<file path="config.mk">
export PLATFORM = sky130hd
export DESIGN_NAME = store_buffer_flat
export DESIGN_NICKNAME = d
export VERILOG_FILES = /design/src/rtl/store_buffer_if.sv /design/src/rtl/store_buffer.sv /design/src/flat_wrapper.sv
export SDC_FILE = /design/constraint.sdc
export NUM_CORES = 1
export LEC_CHECK = 0
export BUFFER_PORTS_ARGS = -buffer_cell sky130_fd_sc_hd__clkbuf_2
export CORE_MARGIN = 1
export CORE_UTILIZATION = 60
export CTS_CLUSTER_SIZE = 28
export DETAILED_ROUTE_END_ITERATION = 12
export PLACE_DENSITY_LB_ADDON = 0.05
export SKIP_CTS_REPAIR_TIMING = 1
export SLEW_MARGIN = 10
export SYNTH_ARGS = -nofsm -noshare
export SYNTH_HDL_FRONTEND = slang
export SYNTH_SLANG_ARGS = --single-unit
</file>
<file path="constraint.sdc">
create_clock -name clk -period 12.27 [get_ports clk]
set_input_delay 1.227 -clock clk [delete_from_list [all_inputs] [get_ports clk]]
set_output_delay 1.227 -clock clk [all_outputs]
set_load 0.01 [all_outputs]
</file>
<file path="src/rtl/store_buffer_if.sv">
// Bus between the MEM stage, the store buffer and the unified memory data port.
// master = pipeline/memory side, slave = store buffer.
interface store_buffer_if #(
    parameter int unsigned ADDR_WIDTH = 32,
    parameter int unsigned DATA_WIDTH = 32
);
    logic                  req_valid;
    logic                  req_write;
    logic [2:0]            req_funct3;
    logic [ADDR_WIDTH-1:0] req_addr;
    logic [DATA_WIDTH-1:0] req_wdata;
    logic                  req_ready;
    logic                  rsp_valid;
    logic [DATA_WIDTH-1:0] rsp_data;
    logic                  misaligned;
    logic                  empty;
    logic [ADDR_WIDTH-1:0] mem_addr;
    logic [DATA_WIDTH-1:0] mem_wdata;
    logic                  mem_we;
    logic [3:0]            mem_be;
    logic                  mem_re;
    logic [2:0]            mem_load_type;
    logic [DATA_WIDTH-1:0] mem_rdata;

    modport master (
        output req_valid, req_write, req_funct3, req_addr, req_wdata, mem_rdata,
        input  req_ready, rsp_valid, rsp_data, misaligned, empty,
               mem_addr, mem_wdata, mem_we, mem_be, mem_re, mem_load_type
    );

    modport slave (
        input  req_valid, req_write, req_funct3, req_addr, req_wdata, mem_rdata,
        output req_ready, rsp_valid, rsp_data, misaligned, empty,
               mem_addr, mem_wdata, mem_we, mem_be, mem_re, mem_load_type
    );
endinterface

</file>
<file path="src/rtl/store_buffer.sv">
// Store FIFO plus data-port arbiter: loads win the port, buffered stores drain
// in otherwise idle cycles, loads overlapping a buffered store stall.
module store_buffer #(
    parameter int unsigned ADDR_WIDTH = 32,
    parameter int unsigned DATA_WIDTH = 32,
    parameter int unsigned DEPTH      = 4
) (
    input  logic          clk,
    input  logic          rst,
    store_buffer_if.slave bus
);
    localparam int unsigned PTR_W = $clog2(DEPTH);
    localparam int unsigned CNT_W = PTR_W + 1;
    localparam int unsigned SUM_W = ADDR_WIDTH + 1;

    typedef struct packed {
        logic [ADDR_WIDTH-1:0] addr;
        logic [DATA_WIDTH-1:0] data;
        logic [3:0]            be;
    } entry_t;

    entry_t                entries [DEPTH];
    logic [PTR_W-1:0]      head;
    logic [PTR_W-1:0]      tail;
    logic [CNT_W-1:0]      count;
    logic                  rsp_valid_q;
    logic                  misaligned_q;
    logic [DATA_WIDTH-1:0] rsp_data_q;

    logic [1:0]            size_code;
    logic [2:0]            req_size;
    logic [3:0]            req_be;
    logic                  bad;
    logic [SUM_W-1:0]      req_lo;
    logic [SUM_W-1:0]      req_hi;
    logic [PTR_W-1:0]      rel [DEPTH];
    logic [DEPTH-1:0]      hit;
    logic                  hazard;
    logic                  full;
    logic                  load_go;
    logic                  store_go;
    logic                  drain_go;

    function automatic logic [2:0] be_size(input logic [3:0] be);
        if (be[3])      return 3'd4;
        else if (be[1]) return 3'd2;
        else            return 3'd1;
    endfunction

    assign size_code = bus.req_funct3[1:0];

    // Access size and byte enables from funct3
    always_comb begin
        req_size = 3'd1;
        req_be   = 4'b0001;
        case (size_code)
            2'b01:   begin req_size = 3'd2; req_be = 4'b0011; end
            2'b10:   begin req_size = 3'd4; req_be = 4'b1111; end
            default: ;
        endcase
    end

    // Misaligned or unsupported encodings are accepted but never performed
    always_comb begin
        bad = 1'b0;
        if (size_code == 2'b01 && bus.req_addr[0])           bad = 1'b1;
        if (size_code == 2'b10 && bus.req_addr[1:0] != 2'b00) bad = 1'b1;
        if (bus.req_write && bus.req_funct3 > 3'b010)         bad = 1'b1;
        if (!bus.req_write &&
            (bus.req_funct3 == 3'b011 || bus.req_funct3[2:1] == 2'b11)) bad = 1'b1;
    end

    // Byte-range overlap against every live entry; one extra bit keeps ranges from wrapping
    assign req_lo = SUM_W'(bus.req_addr);
    assign req_hi = req_lo + SUM_W'(req_size);

    always_comb begin
        hit = '0;
        for (int i = 0; i < int'(DEPTH); i++) begin
            rel[i] = PTR_W'(i) - head;
            if (CNT_W'(rel[i]) < count
                && req_lo < SUM_W'(entries[i].addr) + SUM_W'(be_size(entries[i].be))
                && SUM_W'(entries[i].addr) < req_hi)
                hit[i] = 1'b1;
        end
    end

    assign hazard   = |hit;
    assign full     = (count == CNT_W'(DEPTH));
    assign load_go  = bus.req_valid && !bus.req_write && !bad && !hazard;
    assign store_go = bus.req_valid && bus.req_write && !bad && !full;
    assign drain_go = !load_go && (count != '0);

    assign bus.req_ready  = !bus.req_valid || bad || (bus.req_write ? !full : !hazard);
    assign bus.empty      = (count == '0);
    assign bus.rsp_valid  = rsp_valid_q;
    assign bus.rsp_data   = rsp_data_q;
    assign bus.misaligned = misaligned_q;

    always_ff @(posedge clk or posedge rst) begin
        if (rst) begin
            head         <= '0;
            tail         <= '0;
            count        <= '0;
            rsp_valid_q  <= 1'b0;
            rsp_data_q   <= '0;
            misaligned_q <= 1'b0;
        end else begin
            if (store_go) tail <= tail + PTR_W'(1);
            if (drain_go) head <= head + PTR_W'(1);
            count        <= count + CNT_W'(store_go) - CNT_W'(drain_go);
            rsp_valid_q  <= load_go;
            misaligned_q <= bus.req_valid && bad;
            if (load_go) rsp_data_q <= bus.mem_rdata;
        end
    end

    // Payload storage needs no reset: liveness is tracked by head/count
    always_ff @(posedge clk) begin
        if (store_go) begin
            entries[tail].addr <= bus.req_addr;
            entries[tail].data <= bus.req_wdata;
            entries[tail].be   <= req_be;
        end
    end

    // Data-port mux: issuing load first, otherwise the head entry drains
    always_comb begin
        bus.mem_addr      = '0;
        bus.mem_wdata     = '0;
        bus.mem_be        = 4'b0000;
        bus.mem_we        = 1'b0;
        bus.mem_re        = 1'b0;
        bus.mem_load_type = 3'b000;
        if (load_go) begin
            bus.mem_addr      = bus.req_addr;
            bus.mem_re        = 1'b1;
            bus.mem_load_type = bus.req_funct3;
        end else if (drain_go) begin
            bus.mem_addr  = entries[head].addr;
            bus.mem_wdata = entries[head].data;
            bus.mem_be    = entries[head].be;
            bus.mem_we    = 1'b1;
        end
    end
endmodule

</file>
<file path="src/flat_wrapper.sv">
// flat-port wrapper written by rule: the top's interface ports become plain ports
module store_buffer_flat 
#(
    parameter int unsigned ADDR_WIDTH = 32,
    parameter int unsigned DATA_WIDTH = 32,
    parameter int unsigned DEPTH      = 4
)
  (clk, rst, bus_req_valid, bus_req_write, bus_req_funct3, bus_req_addr, bus_req_wdata, bus_mem_rdata, bus_req_ready, bus_rsp_valid, bus_rsp_data, bus_misaligned, bus_empty, bus_mem_addr, bus_mem_wdata, bus_mem_we, bus_mem_be, bus_mem_re, bus_mem_load_type);
  store_buffer_if #(.ADDR_WIDTH(ADDR_WIDTH), .DATA_WIDTH(DATA_WIDTH)) bus_i ();
  input  logic clk;
  input  logic rst;
  input wire logic [$bits(bus_i.req_valid)-1:0] bus_req_valid;
  input wire logic [$bits(bus_i.req_write)-1:0] bus_req_write;
  input wire logic [$bits(bus_i.req_funct3)-1:0] bus_req_funct3;
  input wire logic [$bits(bus_i.req_addr)-1:0] bus_req_addr;
  input wire logic [$bits(bus_i.req_wdata)-1:0] bus_req_wdata;
  input wire logic [$bits(bus_i.mem_rdata)-1:0] bus_mem_rdata;
  output wire logic [$bits(bus_i.req_ready)-1:0] bus_req_ready;
  output wire logic [$bits(bus_i.rsp_valid)-1:0] bus_rsp_valid;
  output wire logic [$bits(bus_i.rsp_data)-1:0] bus_rsp_data;
  output wire logic [$bits(bus_i.misaligned)-1:0] bus_misaligned;
  output wire logic [$bits(bus_i.empty)-1:0] bus_empty;
  output wire logic [$bits(bus_i.mem_addr)-1:0] bus_mem_addr;
  output wire logic [$bits(bus_i.mem_wdata)-1:0] bus_mem_wdata;
  output wire logic [$bits(bus_i.mem_we)-1:0] bus_mem_we;
  output wire logic [$bits(bus_i.mem_be)-1:0] bus_mem_be;
  output wire logic [$bits(bus_i.mem_re)-1:0] bus_mem_re;
  output wire logic [$bits(bus_i.mem_load_type)-1:0] bus_mem_load_type;
  assign bus_i.req_valid = bus_req_valid;
  assign bus_i.req_write = bus_req_write;
  assign bus_i.req_funct3 = bus_req_funct3;
  assign bus_i.req_addr = bus_req_addr;
  assign bus_i.req_wdata = bus_req_wdata;
  assign bus_i.mem_rdata = bus_mem_rdata;
  assign bus_req_ready = bus_i.req_ready;
  assign bus_rsp_valid = bus_i.rsp_valid;
  assign bus_rsp_data = bus_i.rsp_data;
  assign bus_misaligned = bus_i.misaligned;
  assign bus_empty = bus_i.empty;
  assign bus_mem_addr = bus_i.mem_addr;
  assign bus_mem_wdata = bus_i.mem_wdata;
  assign bus_mem_we = bus_i.mem_we;
  assign bus_mem_be = bus_i.mem_be;
  assign bus_mem_re = bus_i.mem_re;
  assign bus_mem_load_type = bus_i.mem_load_type;
  store_buffer #(.ADDR_WIDTH(ADDR_WIDTH), .DATA_WIDTH(DATA_WIDTH), .DEPTH(DEPTH)) u_core (.clk(clk), .rst(rst), .bus(bus_i));
endmodule
</file>
# Word level (Yosys, flattened, before mapping)
# Memories as Yosys holds them, arrays and structs flattened.
# Cells that the tools add are included.
totals:
  ff_bits: 41
  latch_bits: 0
  ram_bits: 272
  romBits: 0
  inputBits: 103
  word_cells: 102
  memories: 1
op_classes:
  add_sub_neg: 13
  n_mul: 0
  n_div: 0
  magnitude_cmp: 13
  eq_ne: 5
  shifts: 0
  n_mux: 31
  bitwise_logic: 0
  reduce_logical: 33
mem_list:
  columns: ["name", "depth", "word_bits", "read_ports", "rd_ports_with_merged_regs", "write_ports", "line", "text"]
  rows:
  - ["u_core.entries", 4, 68, 5, 0, 1, "store_buffer.sv:22", "entry_t entries [DEPTH];"]
op_table:
  columns: ["operator", "count"]
  rows:
  - ["$lt A32 B33 Y1", 8]
  - ["$add A32 B3 Y33", 5]
  - ["$mux W32", 4]
  - ["$logic_and A1 B1 Y1", 20]
  - ["$mux W3", 5]
  - ["$mux W1", 14]
  - ["$lt A2 B3 Y1", 4]
  - ["$mux W2", 4]
  - ["$mux W4", 2]
  - ["$pmux W4 S2", 1]
  - ["$logic_not A1 Y1", 6]
  - ["$pmux W3 S2", 1]
  - ["$add A2 B1 Y2 const B", 2]
  - ["$eq A2 B2 Y1 const B", 2]
  - ["$reduce_or A4 Y1", 1]
  - ["$sub A1 B2 Y2 const A", 2]
  - ["$sub A2 B2 Y2 const A", 2]
  - ["$add A3 B1 Y3", 1]
  - ["$eq A3 B2 Y1 const B", 1]
  - ["$eq A3 B3 Y1 const B", 1]
  - ["$gt A3 B2 Y1 const B", 1]
  - ["$logic_not A3 Y1", 1]
  - ["$logic_or A1 B1 Y1", 3]
  - ["$reduce_bool A3 Y1", 1]
  - ["other kinds (3)", 3]

# Longest topological paths before layout
# An unclocked memory read counts as a cell.
logic_depth:
  ltp_word: 15
  mapped_depth: 27

# Worst setup path after synthesis
# No wires, ideal clock.
synth_timing:
  kind: "input to output"
  start: "input bus_req_funct3[0]"
  end: "output bus_mem_be[3]"
  t_arrival_ps: 5662
  path_slack_ps: 5381
  path_stages: 22
  n_path_buf: 2
  cell_sequence: "inv_1 ha_1 ha_1 fa_1 a21oi_1 nor3_1 nand3_1 nor3_1 nand4_1 nor3_1 xnor2_1 ha_1 a21o_1 a21oi_1 nand2_1 or4b_2 o211ai_1 a32oi_4 a31oi_4 buf_6 and2_1 buf_4"
synth_via:
  elab_chain_cells: 13
  word_cells_on_any_way: 36
  cone_classes: "add/sub (1); order compare (5); eq/ne (3); mux (11); reduce/logical (16)"
synth_lines:
  columns: ["element", "line", "text"]
  rows:
  - ["from (decl)", "flat_wrapper.sv:14", "input wire logic [$bits(bus_i.req_funct3)-1:0] bus_req_funct3;"]
  - ["$eq A2 B2 Y1 or $eq A2 B1 Y1 (tied branches)", "store_buffer.sv:56, store_buffer.sv:67, store_buffer.sv:66", null]
  - ["$pmux W3 S2 or $logic_and A1 B1 Y1 (tied branches)", "store_buffer.sv:56, store_buffer.sv:66", null]
  - ["$add A32 B3 Y33 or $mux W1 (tied branches)", "store_buffer.sv:75, store_buffer.sv:66", null]
  - ["$lt A32 B33 Y1 or $mux W1 (tied branches)", "store_buffer.sv:83, store_buffer.sv:67", null]
  - ["$logic_and A1 B1 Y1 or $mux W1 (tied branches)", "store_buffer.sv:83, store_buffer.sv:68", null]
  - ["$mux W1 (on tied branches)", "store_buffer.sv:81, store_buffer.sv:69", null]
  - ["$reduce_or A4 Y1 or $logic_not A1 Y1 (tied branches)", "store_buffer.sv:88, store_buffer.sv:90", null]
  - ["$logic_not A1 Y1 or $logic_and A1 B1 Y1 (tied branches)", "store_buffer.sv:90", "assign load_go = bus.req_valid && !bus.req_write && !bad && !hazard;"]
  - ["$logic_and A1 B1 Y1 *", "store_buffer.sv:90", null]
  - ["$logic_not A1 Y1", "store_buffer.sv:92", "assign drain_go = !load_go && (count != '0);"]
  - ["$logic_and A1 B1 Y1", "store_buffer.sv:92", null]
  - ["$mux W4", "store_buffer.sv:139", "end else if (drain_go) begin"]
  - ["$mux W4 *", "store_buffer.sv:135", "if (load_go) begin"]
  - ["to (decl)", "flat_wrapper.sv:26", "output wire logic [$bits(bus_i.mem_be)-1:0] bus_mem_be;"]
# Every way passes the cells marked *; elsewhere a longest branch is shown, timed or not.

# Final worst setup path
layout_timing:
  start: "input bus_req_funct3[0]"
  end: "output bus_mem_addr[28]"
layout_via:
  elab_chain_cells: 13
  word_cells_on_any_way: 36
  cone_classes: "add/sub (1); order compare (5); eq/ne (3); mux (11); reduce/logical (16)"
layout_lines:
  columns: ["element", "line", "text"]
  rows:
  - ["$eq A2 B2 Y1 or $eq A2 B1 Y1 (tied branches)", "store_buffer.sv:56, store_buffer.sv:67, store_buffer.sv:66", null]
  - ["$pmux W3 S2 or $logic_and A1 B1 Y1 (tied branches)", "store_buffer.sv:56, store_buffer.sv:66", null]
  - ["$add A32 B3 Y33 or $mux W1 (tied branches)", "store_buffer.sv:75, store_buffer.sv:66", null]
  - ["$lt A32 B33 Y1 or $mux W1 (tied branches)", "store_buffer.sv:83, store_buffer.sv:67", null]
  - ["$logic_and A1 B1 Y1 or $mux W1 (tied branches)", "store_buffer.sv:83, store_buffer.sv:68", null]
  - ["$mux W1 (on tied branches)", "store_buffer.sv:81, store_buffer.sv:69", null]
  - ["$reduce_or A4 Y1 or $logic_not A1 Y1 (tied branches)", "store_buffer.sv:88, store_buffer.sv:90", null]
  - ["$logic_not A1 Y1 or $logic_and A1 B1 Y1 (tied branches)", "store_buffer.sv:90", null]
  - ["$logic_and A1 B1 Y1 *", "store_buffer.sv:90", null]
  - ["$logic_not A1 Y1", "store_buffer.sv:92", null]
  - ["$logic_and A1 B1 Y1", "store_buffer.sv:92", null]
  - ["$mux W32", "store_buffer.sv:139", null]
  - ["$mux W32 *", "store_buffer.sv:135", null]
  - ["to (decl)", "flat_wrapper.sv:23", "output wire logic [$bits(bus_i.mem_addr)-1:0] bus_mem_addr;"]
# Marked as above.

==> flow_metrics.env <==
export IMPL_grt_pass1_wl_microns=87500
export IMPL_end_kind="output pin"
export IMPL_tightest_slew_ns=1.22
export IMPL_p_sw_share_pct=33.4
export IMPL_die_area_sq_um=35300
export IMPL_powerDensity_nw_per_um2=155
export IMPL_synth_top_family_by_area="adder cells"
export IMPL_ys_seq_elements=305
export IMPL_synthesis_area_sq_um=20800
export IMPL_p_seq_share_pct=38.5
export IMPL_port_buffers=211
export IMPL_intPower_mw=2.42
export IMPL_timing_hold_ws_ns=0.493
export IMPL_routed_via_density=6.29
export IMPL_routed_wl_microns=56800
export IMPL_synthDistinctLibCells=71
export IMPL_tns_ns=0
export IMPL_clock_latency_ns=0.56
export IMPL_crit_path_max_fanout=41
export IMPL_die_height_microns=188
export IMPL_grt_max_degree=70
export IMPL_worst_ep_arrival_time_ns=7.71
export IMPL_drive_gt1_share_pct=19.0
export IMPL_synthXorXnorAreaFrac_pct=6.54
export IMPL_maxSlewHeadroom_pct=18.0
export IMPL_clkPwrFrac_pct=27.8
export IMPL_ys_warn_count=0
export IMPL_mostFrequentLayoutCells="ha_1, edfxtp_1, clkbuf_2"
export IMPL_synth_seq_area_share_pct=43.1
export IMPL_power_frac_comb_pct=33.7
export IMPL_syn_num_nets=2126
export IMPL_hold_class="flop to flop"
export IMPL_rows=67
export IMPL_worstHoldStart="u_core.bus.rsp_data[29]"
export IMPL_grt_pass1_vias=15100
export IMPL_grt_usage_pct=32.9
export IMPL_maxCapViolations=0
export IMPL_syn2layout_area_growth_pct=12.4
export IMPL_synth_area_per_cell_sq_um=11.9
export IMPL_routedWlPerCell_microns=23.4
export IMPL_finalMaxSlewViolations=0
export IMPL_ff2ff_path_depth=25
export IMPL_syn_inst=1740
export IMPL_h_tree_depth=2
export IMPL_power_mw=3.63
export IMPL_drtIter0Drc=1245
export IMPL_crit_required_ns=11.04
export IMPL_die_x_microns=188
export IMPL_clkTransAtPathRegs_ns=0.06
export IMPL_start_util_pct=61.4
export IMPL_crit_type="input pin to output pin"
export IMPL_synthMuxAreaShare_pct=10.4
export IMPL_leakage_nw=9.64
export IMPL_max_freq_ghz=0.112
export IMPL_antenna_found_initial=1
export IMPL_num_vias=15300
export IMPL_root_buffer="clkbuf_16"
export IMPL_num_fill_cells=2426
export IMPL_postSynth_asyncResetShare_pct=13.4
export IMPL_min_path_cells=1
export IMPL_drc=0
export IMPL_place_gp_congestion=1.01
export IMPL_layout_cells_most_common="ha_1"
export IMPL_synth_edff_count=264
export IMPL_hold_viol=0
export IMPL_startpoint_type="input pin"
export IMPL_numClockSinks=305
export IMPL_r2r_start="u_core.entries[0][1]"
export IMPL_dr_pass1_iters=5
export IMPL_synth_simple_area_share_pct=12.5
export IMPL_setup_viol=0
export IMPL_synth_compound_area_share_pct=7.93
export IMPL_synth_adder_area_share_pct=17.3
export IMPL_cts_tree="yes"
export IMPL_cts_made_buffers=34
export IMPL_core_sq_um=33800
export IMPL_ant_nets=0
export IMPL_period_minus_slack_ns=8.93
export IMPL_n_antenna_cell=0
export IMPL_synth_flop_cell="edfxtp_1"
export IMPL_dp_hpwl_microns=41500
export IMPL_multi_input_area_sq_um=11400
export IMPL_clockBufferDepth=3
export IMPL_seq_area_sq_um=8960
export IMPL_nNetsFinal=2347
export IMPL_rsz0062_at_grt="false"
export IMPL_fin_skew_ns=0.0238
export IMPL_status="finished, final reports clean"
export IMPL_period_share_pct=72.8
export IMPL_io_pins=212
export IMPL_switching_power_mw=1.21
export IMPL_grt_overflow=0
export IMPL_peakVddDrop_v=0.000180
export IMPL_crit_start="bus_req_funct3[0]"
-- registers in the layout, indices dropped and copies added (netlist names) --
register               cells
u_core.bus.misaligned      1
u_core.bus.rsp_data       32
u_core.bus.rsp_valid       1
u_core.count               3
u_core.entries           264
u_core.head                2
u_core.tail                2
-- final timing paths --
check	end	slack (ns)
worst max-delay path	bus_mem_addr[28]	3.34
worst min-delay path	u_core.bus.rsp_data[29]	0.49
worst max register to register	u_core.count[2]	4.93
worst min register to register	u_core.bus.rsp_data[29]	0.49
max in group asynchronous	u_core.head[0]	10.70
min in group asynchronous	u_core.bus.rsp_data[18]	0.88
-- per-layer routing --
metal / vias to the layer above / GRT usage [%] / routed length (microns) / share of wire, %
met1: 7387 / 44.8 / 24000 / 42
met4: 2 / 13.4 / 2230 / 3.9
met5: - / 0 / 11 / 0.019
li1: 7104 / - / - / -
met2: 679 / 51.8 / 25900 / 46
met3: 132 / 6.48 / 4670 / 8.2
-- cell type report --
cell class,instances,share of cell area [%]
clock buffers,42,3.78
inverters,65,1.05
repair buffers,219,4.78
flip-flops and latches,305,38.4
clock inverters,19,0.938
well taps,448,2.40
multi-input cells,1336,48.7
-- stage by stage --
step | utilization [%] | instance area, sq um | setup slack [ns] | std cells
floorplan | - | 20800 | 5.38 | 1740
global placement | 65.8 | 22200 | 3.62 | 2373
detailed placement | 65.8 | 22200 | 3.42 | 2373
CTS | 69.1 | 23300 | 3.41 | 2434
global route | 69.1 | 23300 | 3.06 | 2434
finish | 69.1 | 23300 | 3.34 | 2434
-- power groups by stage --
stage / clock network (mW) / logic (mW) / registers, mW
after floorplan: 0 / 0.859 / 1.33
after global placement: 0 / 1.21 / 1.41
after detailed placement: 0 / 1.23 / 1.42
after CTS: 1.02 / 1.24 / 1.40
after global routing: 1.06 / 1.34 / 1.41
final: 1.01 / 1.22 / 1.40
-- synth_stat cells (43+ instances only) --
| library cell | instances | area (sq um) |
|---|---|---|
| a21oi_1 | 104 | 521 |
| and2_1 | 43 | 269 |
| edfxtp_1 | 264 | 7930 |
| ha_1 | 277 | 3470 |
| inv_1 | 64 | 240 |
| mux4_2 | 66 | 1490 |
| nand2_1 | 153 | 574 |
| nand3_1 | 65 | 325 |
| nand4_1 | 52 | 325 |
| nor2_1 | 80 | 300 |
| o21ai_0 | 51 | 255 |
| xnor2_1 | 86 | 753 |
| xor2_1 | 69 | 604 |
-- critical path, cell delays in order --
cell	delay (ns)
clkbuf_2	0.12
inv_1	0.06
ha_1	0.30
ha_1	0.18
fa_1	0.22
a21oi_1	0.16
nor3_1	0.84
nand3_1	0.16
nor3_1	0.37
nand4_1	0.19
nor3_1	0.23
xnor2_1	0.26
ha_1	0.33
a21o_1	0.16
a21oi_1	0.13
nand2_1	0.10
or4b_2	0.69
o211ai_1	0.30
a32oi_4	0.12
nand3_4	0.51
buf_4	0.59
mux2i_1	0.27
clkbuf_2	0.16
-- cells by family (layout without fill, tap and decap cells) --
| group | count (synthesis) | count (layout) |
|---|---|---|
| AND/OR/NAND/NOR | 508 | 508 |
| buffers and inverters | 99 | 345 |
| adder cells (fa/ha/maj) | 283 | 283 |
| flip-flops | 305 | 305 |
| XOR/XNOR | 155 | 155 |
| multiplexers | 130 | 130 |
| AO/OA/AOI/OAI | 260 | 260 |
Note: power is estimated with default switching activity, not from simulation.
